[src/rtl/eth_pkg.sv]
// Shared speed codes and controller state encoding for the Ethernet speed-change logic.
// Latency: none (declarations only).
// Backpressure: none (declarations only).
package eth_pkg;

    localparam logic [1:0] SPD_10M  = 2'b00;
    localparam logic [1:0] SPD_100M = 2'b01;
    localparam logic [1:0] SPD_1G   = 2'b10;
    localparam logic [1:0] SPD_RSVD = 2'b11;

    typedef enum logic [2:0] {
        LINK_DOWN = 3'd0,
        IDLE      = 3'd1,
        DRAIN     = 3'd2,
        SWITCH    = 3'd3,
        SETTLE    = 3'd4
    } state_t;

    // Any code other than the reserved one names a real speed
    function automatic logic spd_valid(input logic [1:0] spd);
        return spd != SPD_RSVD;
    endfunction

endpackage

[src/rtl/sync_2ff.sv]
// Two-flop synchronizer for a single asynchronous level into clk_125M.
// Latency: two clk_125M cycles.
// Backpressure: none; free-running.
module sync_2ff (
    input  logic clk_125M,
    input  logic rst,
    input  logic d,
    output logic q
);

    logic meta;

    // Two back-to-back flops; both cleared on reset
    always_ff @(posedge clk_125M) begin
        if (rst) begin
            meta <= 1'b0;
            q    <= 1'b0;
        end else begin
            meta <= d;
            q    <= meta;
        end
    end

endmodule

[src/rtl/eth_speed_ctrl.sv]
// Speed-change sequencer: drains MAC/PHY traffic, applies the new MII/GMII speed, then holds for settling.
// Latency: request to done is at least IDLE_GAP quiet cycles + 1 switch cycle + SETTLE_CYC cycles.
// Backpressure: tx_hold asks the MAC to stop starting frames; requests arriving mid-switch queue one deep.
module eth_speed_ctrl
    import eth_pkg::*;
#(
    parameter int IDLE_GAP   = 12,
    parameter int SETTLE_CYC = 1024,
    parameter int DRAIN_TMO  = 16384
) (
    input  logic       clk_125M,
    input  logic       rst,
    input  logic       link_up,
    input  logic       speed_vld,
    input  logic [1:0] speed_req,
    input  logic       gm_tx_en,
    input  logic       rx_dv,
    output logic       eth_mode,
    output logic       ena_10,
    output logic       tx_hold,
    output logic [1:0] cur_speed,
    output logic       busy,
    output logic       done,
    output logic       req_err,
    output logic       drain_tmo
);

    localparam int QW = $clog2(IDLE_GAP) + 1;
    localparam int SW = $clog2(SETTLE_CYC) + 1;
    localparam int DW = $clog2(DRAIN_TMO) + 1;

    // A counter sitting at its LAST value moves the FSM on the next edge
    localparam logic [QW-1:0] Q_LAST = QW'(IDLE_GAP - 1);
    localparam logic [SW-1:0] S_LAST = SW'(SETTLE_CYC - 1);
    localparam logic [DW-1:0] D_LAST = DW'(DRAIN_TMO - 1);

    state_t        state_q;
    state_t        state_d;
    logic [QW-1:0] quiet_cnt;
    logic [SW-1:0] settle_cnt;
    logic [DW-1:0] drain_cnt;
    logic [1:0]    target_q;
    logic [1:0]    pend_spd;
    logic          pend_vld;
    logic [1:0]    eff_spd;
    logic          eff_vld;
    logic          req_ok;
    logic          req_bad;
    logic          rx_dv_s;
    logic          quiet;
    logic          tmo_fire;

    sync_2ff u_rx_sync (
        .clk_125M (clk_125M),
        .rst      (rst),
        .d        (rx_dv),
        .q        (rx_dv_s)
    );

    assign req_ok  = speed_vld && spd_valid(speed_req);
    assign req_bad = speed_vld && !spd_valid(speed_req);
    assign quiet   = !gm_tx_en && !rx_dv_s;
    // In IDLE a fresh request supersedes whatever was queued during the last switch
    assign eff_vld = req_ok || pend_vld;
    assign eff_spd = req_ok ? speed_req : pend_spd;
    assign busy    = (state_q != IDLE);

    // Next-state selection; losing the link overrides every other condition
    always_comb begin
        state_d  = state_q;
        tmo_fire = 1'b0;
        if (!link_up) begin
            state_d = LINK_DOWN;
        end else begin
            case (state_q)
                LINK_DOWN: state_d = IDLE;
                IDLE: begin
                    if (eff_vld && (eff_spd != cur_speed)) state_d = DRAIN;
                end
                DRAIN: begin
                    if (quiet && (quiet_cnt == Q_LAST)) begin
                        state_d = SWITCH;
                    end else if (drain_cnt == D_LAST) begin
                        state_d  = SWITCH;
                        tmo_fire = 1'b1;
                    end
                end
                SWITCH: state_d = SETTLE;
                SETTLE: begin
                    if (settle_cnt == S_LAST) state_d = IDLE;
                end
                default: state_d = LINK_DOWN;
            endcase
        end
    end

    // State register
    always_ff @(posedge clk_125M) begin
        if (rst) state_q <= LINK_DOWN;
        else     state_q <= state_d;
    end

    // Saturating per-state counters, held at zero outside the state they time
    always_ff @(posedge clk_125M) begin
        if (rst) begin
            quiet_cnt  <= '0;
            drain_cnt  <= '0;
            settle_cnt <= '0;
        end else begin
            if (state_q == DRAIN && quiet)
                quiet_cnt <= (quiet_cnt == '1) ? quiet_cnt : quiet_cnt + QW'(1);
            else
                quiet_cnt <= '0;
            if (state_q == DRAIN)
                drain_cnt <= (drain_cnt == '1) ? drain_cnt : drain_cnt + DW'(1);
            else
                drain_cnt <= '0;
            if (state_q == SETTLE)
                settle_cnt <= (settle_cnt == '1) ? settle_cnt : settle_cnt + SW'(1);
            else
                settle_cnt <= '0;
        end
    end

    // Target of the switch in flight, and the one-deep queue of later requests
    always_ff @(posedge clk_125M) begin
        if (rst) begin
            target_q <= SPD_1G;
            pend_vld <= 1'b0;
            pend_spd <= SPD_10M;
        end else begin
            if (state_q == IDLE && state_d == DRAIN) target_q <= eff_spd;
            if (!link_up || state_q == IDLE) begin
                pend_vld <= 1'b0;
            end else if (req_ok && (state_q inside {DRAIN, SWITCH, SETTLE})) begin
                pend_vld <= 1'b1;
                pend_spd <= speed_req;
            end
        end
    end

    // Registered outputs; speed settings only change on a completed SWITCH cycle
    always_ff @(posedge clk_125M) begin
        if (rst) begin
            cur_speed <= SPD_1G;
            eth_mode  <= 1'b1;
            ena_10    <= 1'b0;
            tx_hold   <= 1'b1;
            done      <= 1'b0;
            req_err   <= 1'b0;
            drain_tmo <= 1'b0;
        end else begin
            tx_hold   <= (state_d != IDLE);
            done      <= (state_q == SETTLE) && (state_d == IDLE);
            req_err   <= req_bad;
            drain_tmo <= tmo_fire;
            if (state_q == SWITCH && link_up) begin
                cur_speed <= target_q;
                eth_mode  <= (target_q == SPD_1G);
                ena_10    <= (target_q == SPD_10M);
            end
        end
    end

endmodule

[config.mk]
export PLATFORM = sky130hd
export DESIGN_NAME = eth_speed_ctrl
export DESIGN_NICKNAME = d
export VERILOG_FILES = /design/src/rtl/eth_pkg.sv /design/src/rtl/sync_2ff.sv /design/src/rtl/eth_speed_ctrl.sv
export SDC_FILE = /design/constraint.sdc
export NUM_CORES = 1
export LEC_CHECK = 0
export CORE_MARGIN = 2
export CORE_UTILIZATION = 44
export CTS_CLUSTER_DIAMETER = 200
export DETAILED_ROUTE_END_ITERATION = 6
export GPL_ROUTABILITY_DRIVEN = 0
export REMOVE_ABC_BUFFERS = 1
export SETUP_SLACK_MARGIN = 0.1
export SLEW_MARGIN = 0
export SYNTH_ARGS = -nofsm -noshare
export SYNTH_HDL_FRONTEND = slang
export SYNTH_SLANG_ARGS = --single-unit
[constraint.sdc]
create_clock -name clk_125M -period 2.01 [get_ports clk_125M]
set_clock_uncertainty 0.1 [all_clocks]
set_input_delay 0.402 -clock clk_125M [delete_from_list [all_inputs] [get_ports clk_125M]]
set_output_delay 0.402 -clock clk_125M [all_outputs]
set_load 0.02 [all_outputs]
==> flow_summary.yaml, run 1 <==
floorplanning:
  io_pins: 17
  chipHeight_um: 76.6
  die_w_um: 76.6
  design.core.area_sq_mm: 0.00511
  die_area_sq_mm: 0.00586
  placement_rows: 26
  initial_core_util_pct: 45.3
timing:
  report.final.slew_viol_count: 0
  finalSetupViolations: 0
  max_freq_mhz: 538
  period_share_pct: 92.5
  timing_hold_violations_final: 0
  grt_setup_unrepaired: "true"
  whs_ns: 0.350
  max-slew-margin-rel_pct: 74.2
  setup_tns_final_ns: 0
  post_layout_min_period_ns: 1.86
  worst_slew_pin_slew_ns: 0.386
clocking:
  cts_buffer_depth: 2
  cts-root-buf: "sky130_fd_sc_hd__clkbuf_8"
  cts_tree: "done"
  hold_buffers: 0
  cts.htree.levels: 2
  clk_pin_slew_ns: 0.09
  cts_setup_buffers: 0
  insertion_delay_of_the_later_clocked_pin_in_the_worst_skew_pair_ns: 0.30
  tritoncts.num_buffers: 5
  cts_num_sinks: 49
global_routing:
  first_pass_grt_wire_length_mm: 7.65
  antenna_found_initial: 0
  grtUsageTotal_pct: 15.7
  grt_remaining_overflow: 0
  via_count_of_the_first_global_routing_pass: 1761
  grt_start_max_net_pins: 16
placed_design:
  place_inst: 361
  placed_cell_area_sq_mm: 0.00270
  place_hpwl_mm: 3.15
  port_buffers: 16
setup_path:
  crit_fanout: 3
  critPathArrivalTime_ns: 1.36
  worst-setup-path-type: "reg2out"
  critPathLaunchType: "flip-flop"
  timing.critical_path.required_ns: 1.51
  crit_path_end_kind: "output port"
yosys:
  synth-edff-count: 0
  yosys_register_bits: 49
  synth-main-ff-cell: "sky130_fd_sc_hd__dfxtp_1"
  synth-warning-count: 0
  synth_area_sq_mm: 0.00232
  syn_avg_cell_area_sq_um: 8.91
  synth_seq_area_share_pct: 42.4
  post_synth_arst_share_pct: 0
  yosys.cell_types.count: 47
  post_synth_inst_count: 260
route:
  drtAntennaViolNets: 0
  route.final.wire_length_mm: 4.34
  post-route-drc-count: 0
  drt_first_iter_violations: 74
  drt_first_pass_iters: 4
  routed_via_density: 5.02
  vias: 1852
  dr_wl_cell_um: 11.8
final_layout:
  stdcell_count: 369
  post_route_cells_drive_above_1_share_pct: 16.1
  nets: 310
  layout.filler_cells: 502
  diodes: 0
  area_delta_synth_final_pct: 20.6
  finish.utilization_pct: 54.7
  finish.instance_area_sq_mm: 0.00279
pwr:
  power_leakage_uw: 0.00103
  power-per-cell-area_mw_per_mm2: 591
  peakVddDrop_mv: 0.456
worst_hold_path:
  min_path_type: "reg2reg"
status:
  run_status: "finished clean"
job:
  cap_viol_max_count: 0
-- logic make-up after synthesis --
| family | Yosys count | synth area share [%] |
|---|---|---|
| fa+ha+maj | 4 | 2.16 |
| xor+xnor | 20 | 7.56 |
| simple gates | 125 | 29.7 |
| buf+inv | 14 | 2.43 |
| mux | 7 | 3.08 |
| compound gates | 41 | 12.7 |
| flops | 49 | 42.4 |
-- critical path, cell delays in order, from the launching register on --
cell	delay (ns)
sky130_fd_sc_hd__dfxtp_1	0.31
sky130_fd_sc_hd__nand2b_1	0.16
sky130_fd_sc_hd__or2_2	0.30
sky130_fd_sc_hd__clkdlybuf4s15_1	0.29
-- synth_stat cells (2+ instances only) --
cell type / instances / share of area [%]
sky130_fd_sc_hd__a211oi_1: 9 / 2.9
sky130_fd_sc_hd__a21bo_2: 2 / 0.86
sky130_fd_sc_hd__a21oi_1: 13 / 2.8
sky130_fd_sc_hd__a31oi_1: 3 / 0.81
sky130_fd_sc_hd__and2_1: 2 / 0.54
sky130_fd_sc_hd__and3_1: 5 / 1.4
sky130_fd_sc_hd__and4_1: 2 / 0.76
sky130_fd_sc_hd__clkbuf_1: 6 / 0.97
sky130_fd_sc_hd__dfxtp_1: 49 / 42
sky130_fd_sc_hd__ha_1: 4 / 2.2
sky130_fd_sc_hd__inv_1: 6 / 0.97
sky130_fd_sc_hd__mux2i_1: 6 / 2.6
sky130_fd_sc_hd__nand2_1: 15 / 2.4
sky130_fd_sc_hd__nand2b_1: 11 / 3.0
sky130_fd_sc_hd__nand3_1: 13 / 2.8
sky130_fd_sc_hd__nand4_1: 4 / 1.1
sky130_fd_sc_hd__nand4_2: 2 / 1.1
sky130_fd_sc_hd__nor2_1: 40 / 6.5
sky130_fd_sc_hd__nor2b_1: 9 / 2.4
sky130_fd_sc_hd__nor3_1: 7 / 1.5
sky130_fd_sc_hd__nor3b_1: 4 / 1.3
sky130_fd_sc_hd__o211ai_1: 2 / 0.65
sky130_fd_sc_hd__o21ai_0: 3 / 0.65
sky130_fd_sc_hd__o21bai_1: 2 / 0.65
sky130_fd_sc_hd__xnor2_1: 18 / 6.8
sky130_fd_sc_hd__xor2_1: 2 / 0.76
-- power breakdown --
part	switching, uW	internal, uW	total [uW]
clock	326	249	575
sequential	3.89	977	981
combinational	44.1	52.0	96.1
total	374	1280	1650
-- per-layer routing --
| metal | GRT usage (%) | routed length, um | up-vias |
|---|---|---|---|
| li1 | - | - | 990 |
| met1 | 20.9 | 2250 | 831 |
| met2 | 24.9 | 1920 | 24 |
| met3 | 3.91 | 124 | 7 |
| met4 | 5.45 | 48 | 0 |
| met5 | 0 | 0 | - |
-- stage by stage --
stage	setup WS, ns	total power [uW]
global route	0.0966	1720
finish	0.150	1650
CTS	0.0988	1680
floorplan	0.218	1040
global placement	-0.285	1100
detailed placement	-0.306	1100
-- path summary, 6_finish.rpt --
kind | to | slack [ns] | cells after the start | from
worst max-delay path | busy | 0.15 | 3 | state_q[1]
worst min-delay path | u_rx_sync.q | 0.35 | 1 | u_rx_sync.meta
worst max register to register | tx_hold | 0.18 | 6 | settle_cnt[1]
worst min register to register | u_rx_sync.q | 0.35 | 1 | u_rx_sync.meta
-- placed cells by master (no fill, tap or decap), drive strengths merged, types with 7 or more instances in the layout --
cell type	synthesis	routed
clkdlybuf4s50	0	12
nand3	14	14
nor3	7	7
nor2	40	40
dfxtp	49	49
buf	2	23
a211oi	9	9
nor2b	10	10
inv	6	7
nand2b	11	11
a21oi	13	13
nand2	15	15
xnor2	18	18
-- flip-flops by register name (all words and copies together), names as in the netlist, 2 cells and up --
name / count
cur_speed: 2
drain_cnt: 15
pend_spd: 2
quiet_cnt: 5
settle_cnt: 11
state_q: 3
target_q: 2
-- cell type report --
| cell class | instances | area (sq um) | share of cell area (%) |
|---|---|---|---|
| clock inverters | 2 | 13.8 | 0.493 |
| flip-flops and latches | 49 | 982 | 35.2 |
| multi-input cells | 197 | 1290 | 46.0 |
| clock buffers | 6 | 72.6 | 2.60 |
| repair buffers | 39 | 329 | 11.8 |
| well taps | 70 | 87.6 | 3.13 |
| inverters | 6 | 22.5 | 0.806 |
-- timing repair --
action,CTS,global route
setup endpoints to repair,3,2
resized for setup,5,2
pin swaps,1,0
No activity file was read; power rests on OpenSTA's default activity.
==> run 2, diff against run 1 <==
--- a/config.mk
+++ b/config.mk
@@ -16,3 +16,4 @@
 export SYNTH_ARGS = -nofsm -noshare
 export SYNTH_HDL_FRONTEND = slang
 export SYNTH_SLANG_ARGS = --single-unit
+export TNS_END_PERCENT = 100
==> results of run 2 <==
The final DEF is identical to that of run 1; final timing and power are the same.
==> run 3, diff against run 2 <==
--- a/config.mk
+++ b/config.mk
@@ -12,8 +12,10 @@
 export GPL_ROUTABILITY_DRIVEN = 0
 export REMOVE_ABC_BUFFERS = 1
 export SETUP_SLACK_MARGIN = 0.1
-export SLEW_MARGIN = 0
+export SKIP_CTS_REPAIR_TIMING = 1
+export SLEW_MARGIN = 40
 export SYNTH_ARGS = -nofsm -noshare
 export SYNTH_HDL_FRONTEND = slang
+export SYNTH_HIERARCHICAL = 1
 export SYNTH_SLANG_ARGS = --single-unit
 export TNS_END_PERCENT = 100
==> run 3 against run 2 <==
Effect of this change:
- final area is 1.7% lower
- die area is 2.7% lower
- sequential power hardly changed
- highest routed layer unchanged
- area after synthesis is 2.8% lower
- synthesized cell count is 3.1% lower
- worst setup slack better by 0.027 ns
- flip-flop and latch count stayed put
- non-clock buffer count is 1 lower
- routed wire length is 0.83% lower
- largest cell class unchanged
- largest power group unchanged
- core utilization is 0.12 points higher
==> flow_summary.yaml, run 3 <==
floorplanning:
  die_area_sq_mm: 0.00570
  io_pins: 17
  initial_core_util_pct: 44.9
  die_w_um: 75.5
  chipHeight_um: 75.5
  design.core.area_sq_mm: 0.00501
  placement_rows: 26
setup_path:
  timing.critical_path.required_ns: 1.51
  critPathLaunchType: "flip-flop"
  cp_num_buf_inv: 1
  crit_path_top_delay_cell: "sky130_fd_sc_hd__or3b_2"
  worst_path_dominant_cell_family: "simple AND/OR/NAND/NOR gates"
  worst_path_largest_cell_delay_ns: 0.50
  crit_chain: "or3b_2, dlymetal6s2s_1"
  crit_path_end_kind: "output port"
  crit_fanout: 2
  critPathArrivalTime_ns: 1.33
  worst-setup-path-type: "reg2out"
placed_design:
  preCtsSetupSlack_ns: -0.184
  placed_cell_area_sq_mm: 0.00264
  place_hpwl_mm: 3.13
  port_buffers: 16
timing:
  max_freq_mhz: 546
  post_layout_min_period_ns: 1.83
  report.final.slew_viol_count: 0
  worst_slew_pin_slew_ns: 0.411
  timing_hold_violations_final: 0
  finalSetupViolations: 0
  final_critical_path_setup_slack_ns: 0.177
  grt_setup_unrepaired: "false"
  period_share_pct: 91.2
  setup_tns_final_ns: 0
  max-slew-margin-rel_pct: 72.6
final_layout:
  largest_register_ff_count: 15
  layout.cells.most_common: "sky130_fd_sc_hd__dfxtp_1"
  area_delta_synth_final_pct: 22.0
  reg_top3: "drain_cnt: 15 flops, settle_cnt: 11 flops, quiet_cnt: 5 flops"
  finish.instance_area_sq_mm: 0.00275
  most-common-layout-cells: "sky130_fd_sc_hd__dfxtp_1, sky130_fd_sc_hd__nor2_1, sky130_fd_sc_hd__buf_4, sky130_fd_sc_hd__xnor2_1, sky130_fd_sc_hd__a21oi_1"
  layout.filler_cells: 523
  diodes: 0
  post_route_cells_drive_above_1_share_pct: 14.4
  seq_area_sq_um: 983
  finish.utilization_pct: 54.8
  registers.top_by_ff_count: "drain_cnt"
  combined_area_of_the_multi_input_logic_cells_sq_mm: 0.00123
  nets: 304
yosys:
  post_synth_inst_count: 252
  syn_avg_cell_area_sq_um: 8.93
  yosys_register_bits: 49
  yosys-top-cells-area: "sky130_fd_sc_hd__dfxtp_1, sky130_fd_sc_hd__xnor2_1, sky130_fd_sc_hd__nor2_1"
  synth-warning-count: 6
  synth_common_cells: "sky130_fd_sc_hd__dfxtp_1, sky130_fd_sc_hd__nor2_1, sky130_fd_sc_hd__xnor2_1, sky130_fd_sc_hd__a21oi_1, sky130_fd_sc_hd__nand2_1"
  dominant_cell_by_count_in_the_synthesized_netlist: "sky130_fd_sc_hd__dfxtp_1"
  synth_top_area_share_pct: 43.6
  most_area_hungry_cell_type_in_the_yosys_netlist: "sky130_fd_sc_hd__dfxtp_1"
  post_synth_arst_share_pct: 0
  synth_seq_area_share_pct: 43.6
  synth-main-ff-cell: "sky130_fd_sc_hd__dfxtp_1"
  synth-edff-count: 0
  yosys.cell_types.count: 46
  synth_area_sq_mm: 0.00225
global_routing:
  grtUsageTotal_pct: 16.2
  grt_start_max_net_pins: 16
  grt_remaining_overflow: 0
  via_count_of_the_first_global_routing_pass: 1669
  antenna_found_initial: 0
  first_pass_grt_wire_length_mm: 7.13
route:
  vias: 1828
  post-route-drc-count: 0
  drt_first_pass_iters: 4
  drtAntennaViolNets: 0
  drt_first_iter_violations: 58
  route.final.wire_length_mm: 4.31
  dr_wl_cell_um: 11.9
  routed_via_density: 5.06
clocking:
  clk_pin_slew_ns: 0.09
  cts_buffer_depth: 2
  cts_num_sinks: 49
  cts.htree.levels: 2
  cts-root-buf: "sky130_fd_sc_hd__clkbuf_8"
  tritoncts.num_buffers: 5
  insertion_delay_of_the_later_clocked_pin_in_the_worst_skew_pair_ns: 0.30
  cts_tree: "done"
job:
  cap_viol_max_count: 0
status:
  run_status: "finished clean"
pwr:
  peakVddDrop_mv: 0.488
  power-per-cell-area_mw_per_mm2: 587
  power_leakage_uw: 0.00103
worst_hold_path:
  min_path_type: "reg2reg"
-- run 3: changes by cell type after synthesis, moves of 3 or more --
cell | previous run | this run
sky130_fd_sc_hd__a21oi_1 | 13 | 16
sky130_fd_sc_hd__nor2_1 | 40 | 37
sky130_fd_sc_hd__nor4_1 | 1 | 4
sky130_fd_sc_hd__clkbuf_1 | 6 | 3
sky130_fd_sc_hd__a211oi_1 | 9 | 5
sky130_fd_sc_hd__nor3_1 | 7 | 4
sky130_fd_sc_hd__inv_1 | 6 | 10
sky130_fd_sc_hd__nand2b_1 | 11 | 7
sky130_fd_sc_hd__or3_1 | 1 | 4
-- run 3: logic make-up (layout without fill, tap and decap cells) --
kind of cell	count (synthesis)	in the layout	share of synthesized area [%]
flops	49	49	43.6
mux	8	8	3.56
compound gates	40	40	12.8
fa+ha+maj	4	4	2.22
buf+inv	15	54	2.61
xor+xnor	21	21	8.17
simple gates	115	115	27.1
-- run 3: worst reg2reg max path, stage by stage (launching register included) --
cell and delay (ns):
sky130_fd_sc_hd__dfxtp_2 0.35, sky130_fd_sc_hd__ha_2 0.18, sky130_fd_sc_hd__and3_1 0.19, sky130_fd_sc_hd__nand4_1 0.16, sky130_fd_sc_hd__a2111o_1 0.46, sky130_fd_sc_hd__o311ai_2 0.11
sky130_fd_sc_hd__and3_1 0.19
-- run 3: where the power goes --
part           total [uW]  internal (uW)  switching, uW  leakage (uW)
combinational        98.9           53.5           45.5      0.000590
sequential            981            977           3.21      0.000397
clock                 531            230            302     0.0000399
-- run 3: path summary, 6_finish.rpt --
path | start | to | slack (ns) | cells past startpoint
max | state_q[1] | busy | 0.18 | 2
min | u_rx_sync/meta | u_rx_sync/q | 0.34 | 1
max reg2reg | settle_cnt[0] | done | 0.21 | 6
min reg2reg | u_rx_sync/meta | u_rx_sync/q | 0.34 | 1
-- run 3: cell type report --
| type | instances | area share [%] |
|---|---|---|
| Multi-Input combinational cell | 188 | 44.7 |
| Sequential cell | 49 | 35.8 |
| Timing Repair Buffer | 38 | 12.2 |
| Tap cell | 70 | 3.19 |
| Clock buffer | 5 | 2.51 |
| Inverter | 10 | 1.37 |
| Clock inverter | 1 | 0.182 |
-- run 3: routing by layer --
metal  GRT usage, %  share of wire, %
met4           6.43               1.5
met5              0                 0
met1           21.6                49
met3           3.57               2.4
met2           25.7                47
-- run 3: stage by stage --
stage	cells	hold slack, ns	power (uW)
2_1_floorplan	247	0.314	1040
3_3_place_gp	355	0.319	1100
3_5_place_dp	355	0.328	1100
4_1_cts	361	0.349	1630
5_1_grt	361	0.360	1670
6_report	361	0.344	1610
